`src/rtl/cam_fb_writer_pkg.sv`:
```
// Shared frame-buffer geometry, capture FSM encoding, write payload and pixel conversion.
package cam_fb_writer_pkg;

  localparam int unsigned H_ACTIVE  = 640;
  localparam int unsigned V_ACTIVE  = 480;
  localparam int unsigned FB_ADDR_W = 19;
  localparam int unsigned FB_DATA_W = 12;
  localparam int unsigned FB_PIXELS = H_ACTIVE * V_ACTIVE;
  localparam int unsigned CNT_W     = 16;
  localparam int unsigned CAM_W     = 8;

  typedef enum logic [1:0] {
    ST_IDLE    = 2'd0,
    ST_WAIT_VS = 2'd1,
    ST_ARMED   = 2'd2,
    ST_ACTIVE  = 2'd3
  } state_e;

  typedef struct packed {
    logic [FB_ADDR_W-1:0] addr;
    logic [FB_DATA_W-1:0] data;
  } fb_wr_t;

  // Truncate each RGB565 field to its top 4 bits: {R[3:0],G[3:0],B[3:0]}.
  function automatic logic [FB_DATA_W-1:0] rgb565_to_444(input logic [15:0] pix);
    return {4'(pix[15:11] >> 1), 4'(pix[10:5] >> 2), 4'(pix[4:0] >> 1)};
  endfunction

endpackage

```
`src/rtl/cam_fb_writer_if.sv`:
```
// Camera input bus plus frame-buffer write port. The writer uses 'master';
// the camera/memory environment uses 'slave'.
interface cam_fb_writer_if;
  import cam_fb_writer_pkg::*;

  logic                 cam_pclk;
  logic                 cam_vsync;
  logic                 cam_href;
  logic [CAM_W-1:0]     cam_data;
  logic                 Mem_Write;
  logic [FB_ADDR_W-1:0] Mem_Write_Add;
  logic [FB_DATA_W-1:0] Mem_Write_Data;

  modport master (
    input  cam_pclk, cam_vsync, cam_href, cam_data,
    output Mem_Write, Mem_Write_Add, Mem_Write_Data
  );

  modport slave (
    output cam_pclk, cam_vsync, cam_href, cam_data,
    input  Mem_Write, Mem_Write_Add, Mem_Write_Data
  );

endinterface

```
`src/rtl/cam_fb_writer_cdc_sync_edge.sv`:
```
// Two-flop synchroniser for a single asynchronous bit, with one extra stage for edge detect.
module cam_fb_writer_cdc_sync_edge (
  input  logic clk,
  input  logic rstn,
  input  logic d_i,
  output logic lvl_o,
  output logic rise_c_o,
  output logic fall_c_o
);

  logic s1_q;
  logic s2_q;
  logic edge_q;

  // Synchroniser chain and previous-value register.
  always_ff @(posedge clk or negedge rstn) begin
    if (!rstn) begin
      s1_q   <= 1'b0;
      s2_q   <= 1'b0;
      edge_q <= 1'b0;
    end else begin
      s1_q   <= d_i;
      s2_q   <= s1_q;
      edge_q <= s2_q;
    end
  end

  assign lvl_o    = s2_q;
  assign rise_c_o = s2_q & ~edge_q;
  assign fall_c_o = ~s2_q & edge_q;

endmodule

```
`src/rtl/cam_fb_writer.sv`:
```
// Captures a parallel RGB565 camera stream into the clk domain and writes RGB444 pixels
// into the frame buffer, with per-frame line/error status.
module cam_fb_writer #(
  parameter int unsigned H_ACTIVE = cam_fb_writer_pkg::H_ACTIVE,
  parameter int unsigned V_ACTIVE = cam_fb_writer_pkg::V_ACTIVE
) (
  input  logic                              clk,
  input  logic                              rstn,
  input  logic                              enable,
  cam_fb_writer_if.master                   bus,
  output logic                              frame_done,
  output logic [cam_fb_writer_pkg::CNT_W-1:0] frame_count,
  output logic [cam_fb_writer_pkg::CNT_W-1:0] line_count,
  output logic                              err_line,
  output logic                              err_overflow
);
  import cam_fb_writer_pkg::*;

  localparam int unsigned PIXELS = H_ACTIVE * V_ACTIVE;

  logic pclk_rise;
  logic pclk_lvl_unused;
  logic pclk_fall_unused;
  logic vsync_lvl;
  logic vsync_rise;
  logic vsync_fall;
  logic href_lvl;
  logic href_rise_unused;
  logic href_fall;

  logic [CAM_W-1:0] data_s1_q;
  logic [CAM_W-1:0] data_s2_q;

  logic pix_c;
  logic line_end_c;

  state_e               state_q,      state_d;
  logic                 phase_q,      phase_d;
  logic [CAM_W-1:0]     b0_q,         b0_d;
  logic [FB_ADDR_W-1:0] addr_q,       addr_d;
  logic [CNT_W-1:0]     lpix_q,       lpix_d;
  logic [CNT_W-1:0]     line_cnt_q,   line_cnt_d;
  logic [CNT_W-1:0]     frame_cnt_q,  frame_cnt_d;
  logic                 err_line_q,   err_line_d;
  logic                 err_ovf_q,    err_ovf_d;
  logic                 frame_done_q, frame_done_d;
  logic                 wr_en_q,      wr_en_d;
  fb_wr_t               wr_q,         wr_d;

  cam_fb_writer_cdc_sync_edge u_sync_pclk (
    .clk      (clk),
    .rstn     (rstn),
    .d_i      (bus.cam_pclk),
    .lvl_o    (pclk_lvl_unused),
    .rise_c_o (pclk_rise),
    .fall_c_o (pclk_fall_unused)
  );

  cam_fb_writer_cdc_sync_edge u_sync_vsync (
    .clk      (clk),
    .rstn     (rstn),
    .d_i      (bus.cam_vsync),
    .lvl_o    (vsync_lvl),
    .rise_c_o (vsync_rise),
    .fall_c_o (vsync_fall)
  );

  cam_fb_writer_cdc_sync_edge u_sync_href (
    .clk      (clk),
    .rstn     (rstn),
    .d_i      (bus.cam_href),
    .lvl_o    (href_lvl),
    .rise_c_o (href_rise_unused),
    .fall_c_o (href_fall)
  );

  // Camera byte bus: plain two-flop stage aligned with the href/pclk synchronisers.
  always_ff @(posedge clk or negedge rstn) begin
    if (!rstn) begin
      data_s1_q <= '0;
      data_s2_q <= '0;
    end else begin
      data_s1_q <= bus.cam_data;
      data_s2_q <= data_s1_q;
    end
  end

  // A byte is valid on a pclk rise inside a line and outside vertical blanking; a line
  // end that coincides with the vsync rise still counts so it lands before frame_done.
  assign pix_c      = pclk_rise & href_lvl & ~vsync_lvl;
  assign line_end_c = href_fall & (~vsync_lvl | vsync_rise);

  // State and datapath registers.
  always_ff @(posedge clk or negedge rstn) begin
    if (!rstn) begin
      state_q      <= ST_IDLE;
      phase_q      <= 1'b0;
      b0_q         <= '0;
      addr_q       <= '0;
      lpix_q       <= '0;
      line_cnt_q   <= '0;
      frame_cnt_q  <= '0;
      err_line_q   <= 1'b0;
      err_ovf_q    <= 1'b0;
      frame_done_q <= 1'b0;
      wr_en_q      <= 1'b0;
      wr_q         <= '0;
    end else begin
      state_q      <= state_d;
      phase_q      <= phase_d;
      b0_q         <= b0_d;
      addr_q       <= addr_d;
      lpix_q       <= lpix_d;
      line_cnt_q   <= line_cnt_d;
      frame_cnt_q  <= frame_cnt_d;
      err_line_q   <= err_line_d;
      err_ovf_q    <= err_ovf_d;
      frame_done_q <= frame_done_d;
      wr_en_q      <= wr_en_d;
      wr_q         <= wr_d;
    end
  end

  // Capture FSM: next state, pixel assembly, line/frame accounting.
  always_comb begin
    state_d      = state_q;
    phase_d      = phase_q;
    b0_d         = b0_q;
    addr_d       = addr_q;
    lpix_d       = lpix_q;
    line_cnt_d   = line_cnt_q;
    frame_cnt_d  = frame_cnt_q;
    err_line_d   = err_line_q;
    err_ovf_d    = err_ovf_q;
    frame_done_d = 1'b0;
    wr_en_d      = 1'b0;
    wr_d         = wr_q;

    unique case (state_q)
      ST_IDLE: begin
        if (enable) state_d = ST_WAIT_VS;
      end

      ST_WAIT_VS: begin
        if (!enable)        state_d = ST_IDLE;
        else if (vsync_lvl) state_d = ST_ARMED;
      end

      ST_ARMED: begin
        if (!enable) begin
          state_d = ST_IDLE;
        end else if (vsync_fall) begin
          state_d    = ST_ACTIVE;
          phase_d    = 1'b0;
          addr_d     = '0;
          lpix_d     = '0;
          line_cnt_d = '0;
          err_line_d = 1'b0;
          err_ovf_d  = 1'b0;
        end
      end

      ST_ACTIVE: begin
        if (pix_c) begin
          if (!phase_q) begin
            b0_d    = data_s2_q;
            phase_d = 1'b1;
          end else begin
            phase_d = 1'b0;
            if (lpix_q != '1) lpix_d = lpix_q + CNT_W'(1);
            if (addr_q < FB_ADDR_W'(PIXELS)) begin
              wr_en_d   = 1'b1;
              wr_d.addr = addr_q;
              wr_d.data = rgb565_to_444({b0_q, data_s2_q});
              addr_d    = addr_q + FB_ADDR_W'(1);
            end else begin
              err_ovf_d = 1'b1;
            end
          end
        end

        if (line_end_c) begin
          line_cnt_d = line_cnt_q + CNT_W'(1);
          if (phase_q || (lpix_q != CNT_W'(H_ACTIVE))) err_line_d = 1'b1;
          phase_d = 1'b0;
          lpix_d  = '0;
        end

        // End of frame; a dangling half pixel is discarded and flagged.
        if (vsync_rise) begin
          if (phase_q) err_line_d = 1'b1;
          phase_d      = 1'b0;
          frame_done_d = 1'b1;
          frame_cnt_d  = frame_cnt_q + CNT_W'(1);
          state_d      = enable ? ST_ARMED : ST_IDLE;
        end
      end

      default: state_d = ST_IDLE;
    endcase
  end

  assign bus.Mem_Write      = wr_en_q;
  assign bus.Mem_Write_Add  = wr_q.addr;
  assign bus.Mem_Write_Data = wr_q.data;
  assign frame_done         = frame_done_q;
  assign frame_count        = frame_cnt_q;
  assign line_count         = line_cnt_q;
  assign err_line           = err_line_q;
  assign err_overflow       = err_ovf_q;

endmodule
```
`src/flat_wrapper.sv`:
```
// flat-port wrapper written by rule: the top's interface ports become plain ports
module cam_fb_writer_flat import cam_fb_writer_pkg::*;
#(
  parameter int unsigned H_ACTIVE = cam_fb_writer_pkg::H_ACTIVE,
  parameter int unsigned V_ACTIVE = cam_fb_writer_pkg::V_ACTIVE
)
  (clk, rstn, enable, frame_done, frame_count, line_count, err_line, err_overflow, bus_cam_pclk, bus_cam_vsync, bus_cam_href, bus_cam_data, bus_Mem_Write, bus_Mem_Write_Add, bus_Mem_Write_Data);
  cam_fb_writer_if bus_i ();
  input  logic clk;
  input  logic rstn;
  input  logic enable;
  output logic frame_done;
  output logic [cam_fb_writer_pkg::CNT_W-1:0] frame_count;
  output logic [cam_fb_writer_pkg::CNT_W-1:0] line_count;
  output logic err_line;
  output logic err_overflow;
  input wire logic [$bits(bus_i.cam_pclk)-1:0] bus_cam_pclk;
  input wire logic [$bits(bus_i.cam_vsync)-1:0] bus_cam_vsync;
  input wire logic [$bits(bus_i.cam_href)-1:0] bus_cam_href;
  input wire logic [$bits(bus_i.cam_data)-1:0] bus_cam_data;
  output wire logic [$bits(bus_i.Mem_Write)-1:0] bus_Mem_Write;
  output wire logic [$bits(bus_i.Mem_Write_Add)-1:0] bus_Mem_Write_Add;
  output wire logic [$bits(bus_i.Mem_Write_Data)-1:0] bus_Mem_Write_Data;
  assign bus_i.cam_pclk = bus_cam_pclk;
  assign bus_i.cam_vsync = bus_cam_vsync;
  assign bus_i.cam_href = bus_cam_href;
  assign bus_i.cam_data = bus_cam_data;
  assign bus_Mem_Write = bus_i.Mem_Write;
  assign bus_Mem_Write_Add = bus_i.Mem_Write_Add;
  assign bus_Mem_Write_Data = bus_i.Mem_Write_Data;
  cam_fb_writer #(.H_ACTIVE(H_ACTIVE), .V_ACTIVE(V_ACTIVE)) u_core (.clk(clk), .rstn(rstn), .enable(enable), .bus(bus_i), .frame_done(frame_done), .frame_count(frame_count), .line_count(line_count), .err_line(err_line), .err_overflow(err_overflow));
endmodule
```
`config.mk`:
```
export PLATFORM = sky130hd
export DESIGN_NAME = cam_fb_writer_flat
export DESIGN_NICKNAME = d
export VERILOG_FILES = /design/src/rtl/cam_fb_writer_pkg.sv /design/src/rtl/cam_fb_writer_if.sv /design/src/rtl/cam_fb_writer_cdc_sync_edge.sv /design/src/rtl/cam_fb_writer.sv /design/src/flat_wrapper.sv
export SDC_FILE = /design/constraint.sdc
export NUM_CORES = 1
export LEC_CHECK = 0
export ABC_AREA = 1
export CORE_MARGIN = 2
export CORE_UTILIZATION = 56
export CTS_BUF_LIST = sky130_fd_sc_hd__clkbuf_8
export DETAILED_ROUTE_END_ITERATION = 8
export HOLD_SLACK_MARGIN = 0.15
export PLACE_DENSITY = 0.76
export SYNTH_ARGS = -nofsm -noshare
export SYNTH_HDL_FRONTEND = slang
export SYNTH_SLANG_ARGS = --single-unit
export TNS_END_PERCENT = 100
```
`constraint.sdc`:
```
create_clock -name clk -period 3.3 [get_ports clk]
set_clock_uncertainty 0.1 [all_clocks]
set_input_delay 0.66 -clock clk [delete_from_list [all_inputs] [get_ports clk]]
set_output_delay 0.66 -clock clk [all_outputs]
set_load 0.05 [all_outputs]
```
# ---- Word level (Yosys, flattened, before mapping)
# Cells that the tools add are included.
dict set report totals {
  register_bits 138
}
dict set report classes {
  add_sub_neg 4
  n_lt_le_gt_ge 1
  eq_ne 20
  n_mux 45
  bitwise_logic 13
  reduce_logical 13
}
# cell n
set op_table {}
lappend op_table {{two-way mux 16 bit} 7}
lappend op_table {{two-way mux 19 bit} 5}
lappend op_table {{case mux 16 bit (2 select lines)} 2}
lappend op_table {{adder 16 x 1 -> 16 bit (second input constant)} 3}
lappend op_table {{case mux 19 bit (2 select lines)} 1}
lappend op_table {{adder 19 x 1 -> 19 bit (second input constant)} 1}
lappend op_table {{< comparator 19 bit (second input constant)} 1}
lappend op_table {{two-way mux 1 bit} 19}
lappend op_table {{AND reduction 6 bit} 3}
lappend op_table {{inequality test 16 x 10 -> 1 bit (second input constant)} 1}
lappend op_table {{inequality test 16 bit (second input constant)} 1}
lappend op_table {{AND reduction 4 bit} 4}
lappend op_table {{two-way mux 2 bit} 7}
lappend op_table {{inequality test 2 x 1 -> 1 bit (second input constant)} 5}
lappend op_table {{inequality test 3 x 1 -> 1 bit (second input constant)} 3}
lappend op_table {{inequality test 2 bit (second input constant)} 4}
lappend op_table {{case mux 2 bit (4 select lines)} 1}
lappend op_table {{AND 1 bit} 7}
lappend op_table {{inequality test 3 bit (second input constant)} 2}
lappend op_table {{case mux 1 bit (2 select lines)} 3}
lappend op_table {{AND reduction 3 bit} 2}
lappend op_table {{inverter 1 bit} 5}
lappend op_table {{== test 2 bit (second input constant)} 2}
lappend op_table {{inequality test 4 x 1 -> 1 bit (second input constant)} 1}
lappend op_table {{other kinds (6)} 6}

# ---- Logic depth before layout (Yosys ltp)
# Gate-level depths: netlist (run 1).
dict set report logic_depth {
  depth_word 8
  ltp_mapped 12
  ltp_nobuf 11
}

# ---- By module
# From an unflattened synthesis (run 1), not the netlist that was laid out.
dict set report hier_totals {
  hier_cells 823
  area_unflattened_um2 6723.9
}
# mod n_inst cells_each area_per_inst_um2 seq_area_each_um2
set modules_own_cells {}
lappend modules_own_cells {cam_fb_writer 1 802 6453.7 3203.1}
lappend modules_own_cells {cam_fb_writer_cdc_sync_edge 3 7 90.1 75.1}

# ---- Worst setup path after synthesis (run 1)
# Ideal clock, no wire load.
dict set report synth_timing {
  path_kind {reg-to-reg}
  from {register u_core.line_cnt_q[0] (netlist: u_core.line_count[0])}
  to {register u_core.line_cnt_q[8] (netlist: u_core.line_count[8])}
  setup_ns 0.121
  arrival_time_ns 1.593
  required_time_ns 3.079
  path_slack_ns 1.486
  path_stages_with_launch 7
  n_path_buf 0
  period_less_slack_ns 1.814
  cell_sequence {dfrtp_1 -> ha_1 -> nand2_1 -> nor2_1 -> nand4_1 -> o21ai_0 -> nor2_1}
}
dict set report synth_between {
  elab_chain_cells 3
}
# item line_no
set synth_rtl {}
lappend synth_rtl {{from (decl)} cam_fb_writer.sv:42} ;# logic [CNT_W-1:0] line_cnt_q, line_cnt_d;
lappend synth_rtl {{from (signal assigned)} cam_fb_writer.sv:114} ;# line_cnt_q <= line_cnt_d;
lappend synth_rtl {{adder 16 x 1 -> 16 bit} cam_fb_writer.sv:183} ;# line_cnt_d = line_cnt_q + CNT_W'(1);
lappend synth_rtl {{two-way mux 16 bit} cam_fb_writer.sv:182} ;# if (line_end_c) begin
lappend synth_rtl {{case mux 16 bit (2 select lines)} cam_fb_writer.sv:139} ;# unique case (state_q)
# Every way passes these cells. The select of a mux whose other input is x is not followed.
# A chain may end at the register's enable or synchronous reset.

# ---- Worst setup path in the final report (run 1)
dict set report layout_timing {
  from {register u_core.line_cnt_q[5] (netlist: u_core.line_count[5])}
  to {output line_count[5] in the netlist's numbering}
}
# item line_no
set layout_lines {}
lappend layout_lines {{to (decl)} flat_wrapper.sv:14} ;# output logic [cam_fb_writer_pkg::CNT_W-1:0] line_count;
# No word-level cell between the ends.

==> impl_metrics.json, run 1 <==
{
  "multi_input_area_mm2": 0.002681,
  "dr.first_iter.drc_count": 660,
  "core-area_mm2": 0.01147,
  "area_delta_synth_final_pct": 19.91,
  "cts_root_buf": "clkbuf_8",
  "status": "finished clean",
  "clockBufferDepth": 2,
  "vias": 5768,
  "grt_max_degree": 70,
  "rsz0062_at_grt": "false",
  "max_stage_delay_ps": 860,
  "ys_ff_latch": 137,
  "critPathTopFamily": "buffers and inverters",
  "die_h_um": 112.6,
  "reg2reg_depth": 9,
  "regArea_mm2": 0.003428,
  "layout-drive-gt1-share": 0.06893,
  "setup_tns_ps": 0,
  "wl_um": 15350,
  "n_antenna_cell": 0,
  "final_cell_mix": "nand2_1, dfrtp_1, inv_1, nor2_1, clkdlybuf4s50_1",
  "min_period_over_period": 0.7733,
  "place_ws_ps": 524.1,
  "critical_path_class": "flop to output pin",
  "num-fill-cells": 923,
  "firstDrtPassIters": 5,
  "cts_setup_buffers": 0,
  "worstPathRequired_ps": 2540,
  "dp_hpwl_um": 10530,
  "final_common_cell": "nand2_1",
  "yosys-top-cells-area": "dfrtp_1, nand2_1, inv_1",
  "cts_buffers": 17,
  "hold_class": "flop to flop",
  "synth_nets": 835,
  "antenna_found_initial": 0,
  "synth_cell_type_count": 35,
  "clk_latency_ps": 460,
  "end_kind": "output pin",
  "fmax_ghz": 0.3919,
  "holdPathStages": 0,
  "synth_area_mm2": 0.006599,
  "min_period_ps": 2552,
  "crit_path_max_fanout": 7,
  "p_total_w": 0.004900,
  "overflow": 0,
  "cp_num_buf_inv": 1,
  "holdWs_ps": 251.9,
  "cts_resized": 0,
  "cts_max_level": 4,
  "synth_warnings": 0,
  "clock_sinks": 137,
  "syn_area_per_cell_um2": 8.087,
  "cts_tree": "done",
  "io_pins": 81,
  "ir_drop_v": 0.0005658,
  "die_area_mm2": 0.01267,
  "grt_pass1_wl_um": 26010,
  "syn_inst": 816,
  "arrival_ps": 1790,
  "finalMaxSlewViolations": 0,
  "cp-start-kind": "flop",
  "routedWlPerCell_um": 14.52,
  "critical_path_cell_count": 1,
  "setup_viol": 0,
  "drv_cap": 0,
  "finalHoldViolCount": 0,
  "nets": 920,
  "port_buffers": 80,
  "relSlewSlack": 0.5504,
  "ant_nets": 0,
  "grt_usage": 0.2558,
  "worst_pin_slew_ps": 673.6,
  "start_util": 0.5755,
  "yosys.area.top_type": "dfrtp_1",
  "critical_path.slowest_cell": "clkdlybuf4s50_1",
  "die_w_um": 112.6,
  "num_rows": 39,
  "path_cells": "clkdlybuf4s50_1",
  "setup_ws_ps": 748.0,
  "vias_per_cell": 5.457,
  "drc": 0,
  "clk_pin_slew_ps": 80,
  "powerDensity_mw_per_mm2": 619.3,
  "synth.top_cell.area_share": 0.5195,
  "grt_pass1_vias": 5574,
  "p_leak_nw": 3.621,
  "globalplace.congestion": 0.8867,
  "seq_area_frac_synth": 0.5195
}
-- cell families (layout without fill, tap and decap cells) --
logic type / after synthesis / count (layout) / share of synthesized area
and+or+nand+nor: 451 / 451 / 0.3017
AOI/OAI and AO/OA: 88 / 88 / 0.06864
DFF: 137 / 137 / 0.5195
xor gates and xnor gates: 20 / 20 / 0.02655
adders and majority gates: 5 / 5 / 0.009480
buffers and inverters: 115 / 213 / 0.07414
-- area by class of cell --
class                   instances  area share
flip-flops and latches        137      0.4333
inverters                      97     0.04665
multi-input cells             564      0.3389
clock inverters                14     0.02024
clock buffers                  18     0.03131
repair buffers                 84      0.1071
well taps                     143     0.02261
-- registers in the layout, indices dropped and copies added (netlist names), 2 cells and up --
signal                     count
u_core.addr_q                 19
u_core.bus.Mem_Write_Add      19
u_core.frame_count            16
u_core.line_count             16
u_core.lpix_q                 16
u_core.bus.Mem_Write_Data     12
u_core.data_s1_q               8
u_core.data_s2_q               8
u_core.b0_q                    7
u_core.state_q                 2
-- cells in the mapped netlist, drive strengths merged --
| library cell | number |
|---|---|
| inv | 96 |
| a21oi | 9 |
| dfrtp | 137 |
| ha | 5 |
| o31ai | 1 |
| and2 | 2 |
| o22ai | 1 |
| nand4 | 28 |
| nor4 | 2 |
| nand2 | 234 |
| nand3 | 65 |
| buf | 12 |
| nor3 | 24 |
| xnor2 | 3 |
| nor2 | 91 |
| nor3b | 1 |
| o211ai | 1 |
| clkbuf | 6 |
| clkinv | 1 |
| or2 | 3 |
| o21ai | 73 |
| xor2 | 17 |
| a31oi | 1 |
| o21bai | 2 |
| and3 | 1 |
-- stage by stage --
step,cells,util,instance area (um^2)
floorplan,816,-,6599
global placement,1024,0.6536,7495
detailed placement,1024,0.6536,7495
CTS,1057,0.6900,7913
global route,1057,0.6900,7913
finish,1057,0.6900,7913
-- per-layer routing --
metal / up-vias / track usage / share of wire
li1: 2795 / - / -
met1: 2779 / 0.3206 / 0.43
met2: 164 / 0.4216 / 0.50
met3: 30 / 0.06479 / 0.049
met4: 0 / 0.1130 / 0.023
met5: - / 0 / 0
-- final timing paths --
check | startpoint | end | slack, ps
hold reg to reg | u_core.u_sync_pclk.s1_q$_DFF_PN0_ | u_core.u_sync_pclk.lvl_o$_DFF_PN0_ | 250
max in group asynchronous | rstn | u_core.lpix_q[12]$_DFFE_PN0P_ | 1660
hold / removal | u_core.u_sync_pclk.s1_q$_DFF_PN0_ | u_core.u_sync_pclk.lvl_o$_DFF_PN0_ | 250
setup / recovery | u_core.line_count[5]$_DFFE_PN0P_ | line_count[5] | 750
min in group asynchronous | rstn | u_core.bus.Mem_Write_Add[12]$_DFFE_PN0P_ | 660
setup reg to reg | u_core.state_q[0]$_DFFE_PN0P_ | u_core.bus.Mem_Write_Data[8]$_DFFE_PN0P_ | 820
-- power breakdown --
part / internal, W / leakage [nW] / switching, W / total (W)
combinational: 0.000385 / 1.60 / 0.000961 / 0.00135
clock: 0.000708 / 0.199 / 0.000718 / 0.00143
sequential: 0.00189 / 1.82 / 0.000233 / 0.00213
-- timing repair --
action,in CTS,in global routing
hold buffers,1,0
setup endpoints to repair,0,0
hold endpoints to repair,68,0
Note: power is estimated with default switching activity, not from simulation.
==> run 2, diff against run 1 <==
Clock period 3.3 ns to 2.4 ns, I/O delays scaled along.
==> run 2 against run 1 <==
  * Setup slack worse by 680 ps
  * Combinational power is 36% higher
  * Via count is 2.0% lower
  * Sequential share of layout area hardly changed
  * Die area stayed put
  * Cell area hardly changed
  * Flip-flop and latch count stayed put
  * Largest cell class unchanged
==> impl_metrics.json, run 2 (synthesis results as in run 1) <==
{
  "status": "finished clean",
  "num-fill-cells": 903,
  "ant_nets": 0,
  "ir_drop_v": 0.0007294,
  "grt_pass1_vias": 5408,
  "clock_sinks": 137,
  "end_kind": "output pin",
  "n_antenna_cell": 0,
  "cts_root_buf": "clkbuf_8",
  "dr.first_iter.drc_count": 405,
  "powerDensity_mw_per_mm2": 824.3,
  "hold_class": "flop to flop",
  "vias": 5651,
  "layout-drive-gt1-share": 0.07182,
  "clk_latency_ps": 450,
  "holdPathStages": 0,
  "routedWlPerCell_um": 13.93,
  "grt_max_degree": 138,
  "finalNonFillerCells": 1062,
  "place_inst": 1029,
  "cts_setup_buffers": 0,
  "place_ws_ps": 156.9,
  "die_w_um": 112.6,
  "drc": 0,
  "overflow": 0,
  "final_cell_mix": "nand2_1, dfrtp_1, inv_1, nor2_1, clkdlybuf4s50_1",
  "worst_pin_slew_ps": 727.7,
  "port_buffers": 80,
  "clk_pin_slew_ps": 80,
  "top_layer": "met4",
  "relSlewSlack": 0.5149,
  "worstPathRequired_ps": 1820,
  "drv_cap": 0,
  "die_h_um": 112.6,
  "dp_hpwl_um": 10170,
  "p_leak_nw": 3.640,
  "globalplace.congestion": 0.9209,
  "num_rows": 39,
  "fmax_ghz": 0.4295,
  "final_common_cell": "nand2_1",
  "wl_um": 14800,
  "crit_path_max_fanout": 5,
  "rsz0062_at_grt": "false",
  "r2r_slack_ps": 240,
  "setup_tns_ps": 0,
  "min_period_over_period": 0.9701,
  "cts_tree": "done",
  "cts_buffers": 17,
  "critical_path_cell_count": 1,
  "clockBufferDepth": 2,
  "grt_pass1_wl_um": 25190,
  "min_period_ps": 2328,
  "cts_max_level": 4,
  "wl_met3_um": 868,
  "setup_ws_ps": 71.65,
  "wl_met1_um": 6439,
  "die_area_mm2": 0.01267,
  "path_cells": "clkdlybuf4s50_1",
  "core-area_mm2": 0.01147,
  "cp_num_buf_inv": 1,
  "cp-start-kind": "flop",
  "area_delta_synth_final_pct": 19.95,
  "reg2reg_depth": 9,
  "critPathTopFamily": "buffers and inverters",
  "start_util": 0.5755,
  "critical_path_class": "flop to output pin",
  "max_stage_delay_ps": 840,
  "vias_per_cell": 5.321,
  "finalHoldViolCount": 0,
  "setup_viol": 0,
  "antenna_found_initial": 0,
  "dr_wl_met2_um": 7240,
  "io_pins": 81,
  "nets": 925,
  "grt_usage": 0.2445,
  "finalMaxSlewViolations": 0,
  "arrival_ps": 1750,
  "firstDrtPassIters": 5,
  "critical_path.slowest_cell": "clkdlybuf4s50_1"
}
==> run 2: cell types whose count changed in the layout (fill, tap and decap cells not counted), sizes merged <==
cell and delta:
buf +5, bufinv -1, clkbuf -1, clkdlybuf4s50 -1, clkinv +2, dlygate4sd2 +1
==> run 2: timing repair <==
action | 4_1_cts | 5_1_grt
hold buffers | 1 | 0
resized for setup | 1 | 0
endpoints found under the hold margin | 137 | 0
setup endpoints to repair | 1 | 0
==> run 2: worst reg2reg max path, delay by kind of cell (launching register included) <==
| kind | cells | cell delay (ps) |
|---|---|---|
| buffers and inverters | 4 | 750 |
| and+or+nand+nor | 5 | 720 |
| DFF | 1 | 470 |
==> run 2: final timing paths <==
path,startpoint,endpoint
setup / recovery,u_core.line_count[8]$_DFFE_PN0P_,line_count[8]
max in group asynchronous,rstn,u_core.line_count[13]$_DFFE_PN0P_
hold / removal,u_core.u_sync_vsync.s1_q$_DFF_PN0_,u_core.u_sync_vsync.lvl_o$_DFF_PN0_
min in group asynchronous,rstn,u_core.bus.Mem_Write_Add[5]$_DFFE_PN0P_
setup reg to reg,u_core.state_q[0]$_DFFE_PN0P_,u_core.bus.Mem_Write_Add[0]$_DFFE_PN0P_
hold reg to reg,u_core.u_sync_vsync.s1_q$_DFF_PN0_,u_core.u_sync_vsync.lvl_o$_DFF_PN0_
==> run 2: layout make-up <==
type / count / area, um^2 / share of cell area
inverters: 97 / 369.1 / 0.04663
flip-flops and latches: 137 / 3428 / 0.4331
multi-input cells: 564 / 2681 / 0.3388
well taps: 143 / 178.9 / 0.02261
clock inverters: 15 / 127.6 / 0.01612
repair buffers: 89 / 895.9 / 0.1132
clock buffers: 17 / 234.0 / 0.02956
==> run 2: where the power goes <==
part | switching, W | internal [W]
logic | 0.00130 | 0.000538
clock network | 0.000942 | 0.000818
registers | 0.000320 | 0.00261
total | 0.00256 | 0.00396
==> run 2: metrics by stage <==
| stage | hold slack (ps) | utilization | area [um^2] | power (W) |
|---|---|---|---|---|
| 2_1_floorplan | 84.41 | - | 6599 | 0.004194 |
| 3_3_place_gp | 231.4 | 0.6579 | 7545 | 0.004733 |
| 3_5_place_dp | 235.6 | 0.6579 | 7545 | 0.004790 |
| 4_1_cts | 254.3 | 0.6902 | 7915 | 0.006557 |
| 5_1_grt | 268.5 | 0.6902 | 7915 | 0.006873 |
| 6_report | 252.0 | 0.6902 | 7915 | 0.006524 |
==> run 2: layer usage <==
layer / vias to the layer above / track usage
li1: 2806 / -
met2: 186 / 0.3968
met5: - / 0
met3: 27 / 0.06156
met4: 0 / 0.08699
met1: 2632 / 0.3216
==> edit 1 (settings of run 2) <==
`CNT_W`: 16 -> 24.
--- a/src/rtl/cam_fb_writer_pkg.sv
+++ b/src/rtl/cam_fb_writer_pkg.sv
@@ -8,3 +8,3 @@
   localparam int unsigned FB_PIXELS = H_ACTIVE * V_ACTIVE;
-  localparam int unsigned CNT_W     = 16;
+  localparam int unsigned CNT_W     = 24;
   localparam int unsigned CAM_W     = 8;
Ports: changed (resized frame_count and line_count); port bits go from 81 to 97. The function was not compared with the original's and may differ.
==> edit 1 against run 2 <==
Power rose by 7.6%. Routed wire length up 22%. Synthesized area up 23%. Sequential cell count increased by 24. Setup slack worse by 21 ps. Final area up 23%. Sequential power increased by 7.2%. Via count grew 24%. Critical path type unchanged. Critical endpoint is now line_count[13]. Largest cell class unchanged. Highest routed layer unchanged.
==> edit 1: results (changes against run 2) <==
number of cells traversed by the worst register-to-register path = 11 (was 9)
arrival time at the worst endpoint = 1770 ps (was 1750 ps)
minimum setup slack after placement = 73.7 ps (was 157 ps)
post-synthesis area per instance = 7.94 µm² (was 8.09 µm²)
Hold Path End = u_core.data_s2_q[1] (was u_core.u_sync_vsync.lvl_o)
R2R setup slack = 260 ps (was 240 ps)
distinct cell type count of the synthesized netlist = 39 (was 35)
R2R Path Start = u_core.lpix_q[1] (was u_core.state_q[0])
detailed-placement wirelength estimate = 13300 µm (was 10200 µm)
Flop pwr share = 0.447 (was 0.448)
top cells by area, synth = dfrtp_1, nand2_1, nor2_1, inv_1, nand3_1 (was dfrtp_1, nand2_1, inv_1, nand3_1, nor2_1)
total of buffers placed on input and output ports = 96 (was 80)
met2 routed wirelength = 8650 µm (was 7240 µm)
net count reported at finish = 1146 (was 925)
launching element of the worst setup path = u_core.line_count[13] (was u_core.line_count[8])
gp weighted congestion = 0.923 (was 0.921)
Max stage delay on crit path = 870 ps (was 840 ps)
pin count of the biggest net entering global routing = 59 (was 138)
number of vias per cell after detailed routing = 5.31 (was 5.32)
routed wire length per instance = 13.7 µm (was 13.9 µm)
source-to-sink clock delay at the later pin of the worst-skew pair = 470 ps (was 450 ps)
Filler Cell Count = 1183 (was 903)
share of layout cells above drive strength 1 = 0.0789 (was 0.0718)
first-pass GRT wire length = 31100 µm (was 25200 µm)
reported combinational group power = 0.00180 W (was 0.00184 W)
Slew HR = 0.544 (was 0.515)
FF-to-FF End = u_core.lpix_q[3] (was u_core.bus.Mem_Write_Add[0])
met3 wire length = 1000 µm (was 868 µm)
vias in the first global route = 6646 (was 5408)
final hold slack = 254 ps (was 252 ps)
Resized Gates After CTS = 2 (was 1)
power dissipated in sequential cells = 0.00314 W (was 0.00293 W)
highest ir drop seen on vdd = 566 µV (was 729 µV)
leading cell types by count after synthesis = nand2_1, dfrtp_1, nor2_1, inv_1, nand3_1 (was nand2_1, dfrtp_1, inv_1, nor2_1, nand3_1)
switching share of power = 0.358 (was 0.393)
number of antenna violations at the first check in global routing = 0 (unchanged)
number of max-capacitance violations reported = 0 (unchanged)
Min-Delay Startpoint = u_core.data_s1_q[1] (was u_core.u_sync_vsync.s1_q)
result of the run = finished, final reports clean (unchanged)
total number of vias = 7006 (was 5651)
Iteration-0 DRC Markers = 701 (was 405)
total global routing track utilization = 0.244 (was 0.245)
Area after DPL = 9280 µm² (was 7540 µm²)
Met1 Routed Length = 8080 µm (was 6440 µm)
leakage power = 4.34 nW (was 3.64 nW)
==> edit 1: cell types whose count changed after synthesis, moves of 4 or more <==
cell / before / now
buf_4: 0 / 6
xor2_1: 17 / 22
nand4_1: 28 / 41
a21oi_1: 9 / 13
o21ai_0: 45 / 55
nor2_1: 82 / 126
nand3_1: 64 / 60
o21ai_1: 28 / 24
xnor2_1: 3 / 8
nand2_1: 226 / 287
inv_1: 91 / 115
dfrtp_1: 137 / 161
==> edit 1: per-layer routing <==
metal / vias to the layer above / track usage
met3: 29 / 0.0478
li1: 3472 / -
met5: - / 0
met1: 3288 / 0.331
met2: 217 / 0.394
met4: 0 / 0.0879
==> edit 1: cell type report <==
cell class | instances | area (µm²) | area share
flip-flops and latches | 161 | 4030 | 0.415
multi-input cells | 715 | 3460 | 0.356
repair buffers | 114 | 1130 | 0.117
inverters | 118 | 450 | 0.0464
clock buffers | 20 | 275 | 0.0283
well taps | 180 | 225 | 0.0232
clock inverters | 12 | 144 | 0.0148
==> edit 1: worst max-delay path by stage <==
stage	to	slack (ps)	cells after the start
after CTS	line_count[15]	6	1
after global routing	line_count[11]	2	1
after global placement	u_core.line_count[17]	130	10
after detailed placement	u_core.addr_q[15]	70	8
final	line_count[13]	50	1
after floorplan	u_core.line_count[12]	400	10
==> edit 1: logic make-up (layout without fill, tap and decap cells) <==
family | Yosys count | in the layout | synth area share
simple gates | 573 | 573 | 0.315
flops | 161 | 161 | 0.498
compound gates | 104 | 104 | 0.0682
mux | 3 | 3 | 0.00417
buf+inv | 143 | 264 | 0.0750
xor+xnor | 30 | 30 | 0.0325
fa+ha+maj | 5 | 5 | 0.00773
==> edit 2 (config.mk and constraints of run 2) <==
Made on the original files. `lpix_q` no longer has a reset.
--- a/src/rtl/cam_fb_writer.sv
+++ b/src/rtl/cam_fb_writer.sv
@@ -99,3 +99,2 @@
       addr_q       <= '0;
-      lpix_q       <= '0;
       line_cnt_q   <= '0;
@@ -112,3 +111,2 @@
       addr_q       <= addr_d;
-      lpix_q       <= lpix_d;
       line_cnt_q   <= line_cnt_d;
@@ -121,2 +119,6 @@
     end
+  end
+
+  always_ff @(posedge clk) begin
+    lpix_q <= lpix_d;
   end
Formal check against the unedited RTL: same outputs for any inputs over 10 cycles, from zero or initial values and one cycle with rstn low; that may be too few to reach the edited logic, so the function may still have changed.
==> edit 2 against run 2 <==
Final area barely moved. Power rose by 1.1%. Cell count fell by 5.9%. Global-route usage fell by 0.10 points. Utilization rose by 0.96 points. Sequential share of layout area rose by 0.97 points. Synthesized area fell by 2.7%. Sequential cell count did not move. Routed wire length fell by 5.2%. Setup slack got worse by 8.4 ps. Fmax fell by 0.36%. Count of clock-buffer cells in the layout rose by 1. Via count fell by 4.7%.
==> edit 2: results (changes against run 2) <==
result of the run = finished, final reports clean (unchanged)
classification of the worst-slack hold path = register to register (unchanged)
number of placement rows = 39 (unchanged)
distinct cell type count of the synthesized netlist = 39 (was 35)
count of flip-flops with a built-in enable after synthesis = 16 (was 0)
Hold Path Cell Cnt = 0 (unchanged)
gp weighted congestion = 0.902 (was 0.921)
Filler Cell Count = 887 (was 903)
R2R setup slack = 360 ps (was 240 ps)
leakage power = 3.57 nW (was 3.64 nW)
net count reported at finish = 862 (was 925)
Min-Delay Startpoint = u_core.data_s1_q[1] (was u_core.u_sync_vsync.s1_q)
first-pass GRT wire length = 24300 µm (was 25200 µm)
share of async-settable or async-resettable flops after synthesis = 0.883 (was 1.00)
vias in the first global route = 5306 (was 5408)
top cells by area, synth = dfrtp_1, nand2_1, edfxtp_1, inv_1, nor2_1 (was dfrtp_1, nand2_1, inv_1, nand3_1, nor2_1)
arrival time at the worst endpoint = 1760 ps
syn nets = 765 (was 835)
source-to-sink clock delay at the later pin of the worst-skew pair = 440 ps
routed wire length per instance = 14.0 µm (was 13.9 µm)
final-report hold violation count = 0 (unchanged)
share of layout cells above drive strength 1 = 0.0829 (was 0.0718)
Iteration-0 DRC Markers = 475 (was 405)
Slew HR = 0.652 (was 0.515)
Max Fanout on Critical Path = 6 (was 5)
total global routing track utilization = 0.244 (was 0.245)
Hold Path End = u_core.data_s2_q[1] (was u_core.u_sync_vsync.lvl_o)
maximum buffer depth of the clock tree = 2 (unchanged)
R2R Path Start = u_core.lpix_q[0] (was u_core.state_q[0])
highest ir drop seen on vdd = 737 µV (was 729 µV)
sequential cell area fraction in the yosys report = 0.547 (was 0.520)
number of vias per cell after detailed routing = 5.39 (was 5.32)
detailed-placement wirelength estimate = 10100 µm (was 10200 µm)
detailed-routing iteration count for the pre-antenna-repair pass = 7 (was 5)
leading cell types by count after synthesis = nand2_1, dfrtp_1, inv_1, nor2_1, nand3_1 (unchanged)
pin count of the biggest net entering global routing = 62 (was 138)
number of setup buffers added after CTS = 0 (unchanged)
FF-to-FF End = u_core.lpix_q[2] (was u_core.bus.Mem_Write_Add[0])
number of cells traversed by the worst register-to-register path = 9 (unchanged)
[edit 2: cell types whose count changed after synthesis, sizes merged, moves of 11 or more]
cell    before  now
a21oi        9   20
nand3       65   50
inv         96   83
edfxtp       0   16
nand2      234  201
dfrtp      137  121
nor2        91   79
[edit 2: what timing repair did]
action | CTS | global route
hold buffers | 1 | 0
hold endpoints to repair | 33 | 0
setup endpoints to repair | 1 | 2
gates resized for setup | 1 | 2
[edit 2: layer usage]
metal | wire length (µm) | track usage | vias up
met5 | 0 | 0 | -
met4 | 242 | 0.100 | 0
met3 | 673 | 0.0601 | 25
met2 | 7060 | 0.405 | 165
met1 | 6050 | 0.308 | 2562
li1 | - | - | 2631
[edit 2: logic make-up after synthesis]
family | synth area share
buffers and inverters | 0.0671
multiplexers | 0.00526
AND/OR/NAND/NOR | 0.268
AO/OA/AOI/OAI | 0.0799
XOR/XNOR | 0.0232
adder cells (fa/ha/maj) | 0.00975
flip-flops | 0.547
[edit 2: report_power, final]
group / switching, W / internal (W)
registers: 0.000306 / 0.00268
clock network: 0.000878 / 0.00136
logic: 0.000926 / 0.000449
total: 0.00211 / 0.00449
[edit 2: layout make-up]
| type | count | area, µm² | share of cell area |
|---|---|---|---|
| timing repair buffer | 94 | 960 | 0.121 |
| clock inverter | 14 | 229 | 0.0289 |
| multi-input combinational | 509 | 2480 | 0.313 |
| inverter | 84 | 320 | 0.0404 |
| sequential | 137 | 3510 | 0.443 |
| clock buffer | 18 | 248 | 0.0313 |
| tap | 143 | 179 | 0.0226 |
[edit 2: metrics by stage]
stage | hold WS [ps] | cell area, µm² | total power (W) | setup WS (ps) | cells
4_1_cts | 244 | 7920 | 0.00664 | 20.2 | 999
5_1_grt | 245 | 7920 | 0.00692 | 5.73 | 999
3_3_place_gp | 233 | 7430 | 0.00435 | 208 | 966
2_1_floorplan | 84.4 | 6420 | 0.00388 | 396 | 746
6_report | 246 | 7920 | 0.00660 | 63.2 | 999
3_5_place_dp | 235 | 7430 | 0.00440 | 173 | 966
[edit 2: worst max path at each step]
stage	startpoint	end	slack, ps	depth (start not counted)
floorplan	u_core.lpix_q[0]	u_core.lpix_q[0]	400	8
global placement	enable	u_core.lpix_q[3]	210	6
detailed placement	enable	u_core.lpix_q[3]	170	6
CTS	u_core.frame_count[5]	frame_count[5]	20	1
global route	u_core.line_count[8]	line_count[8]	6	1
finish	u_core.line_count[8]	line_count[8]	60	1
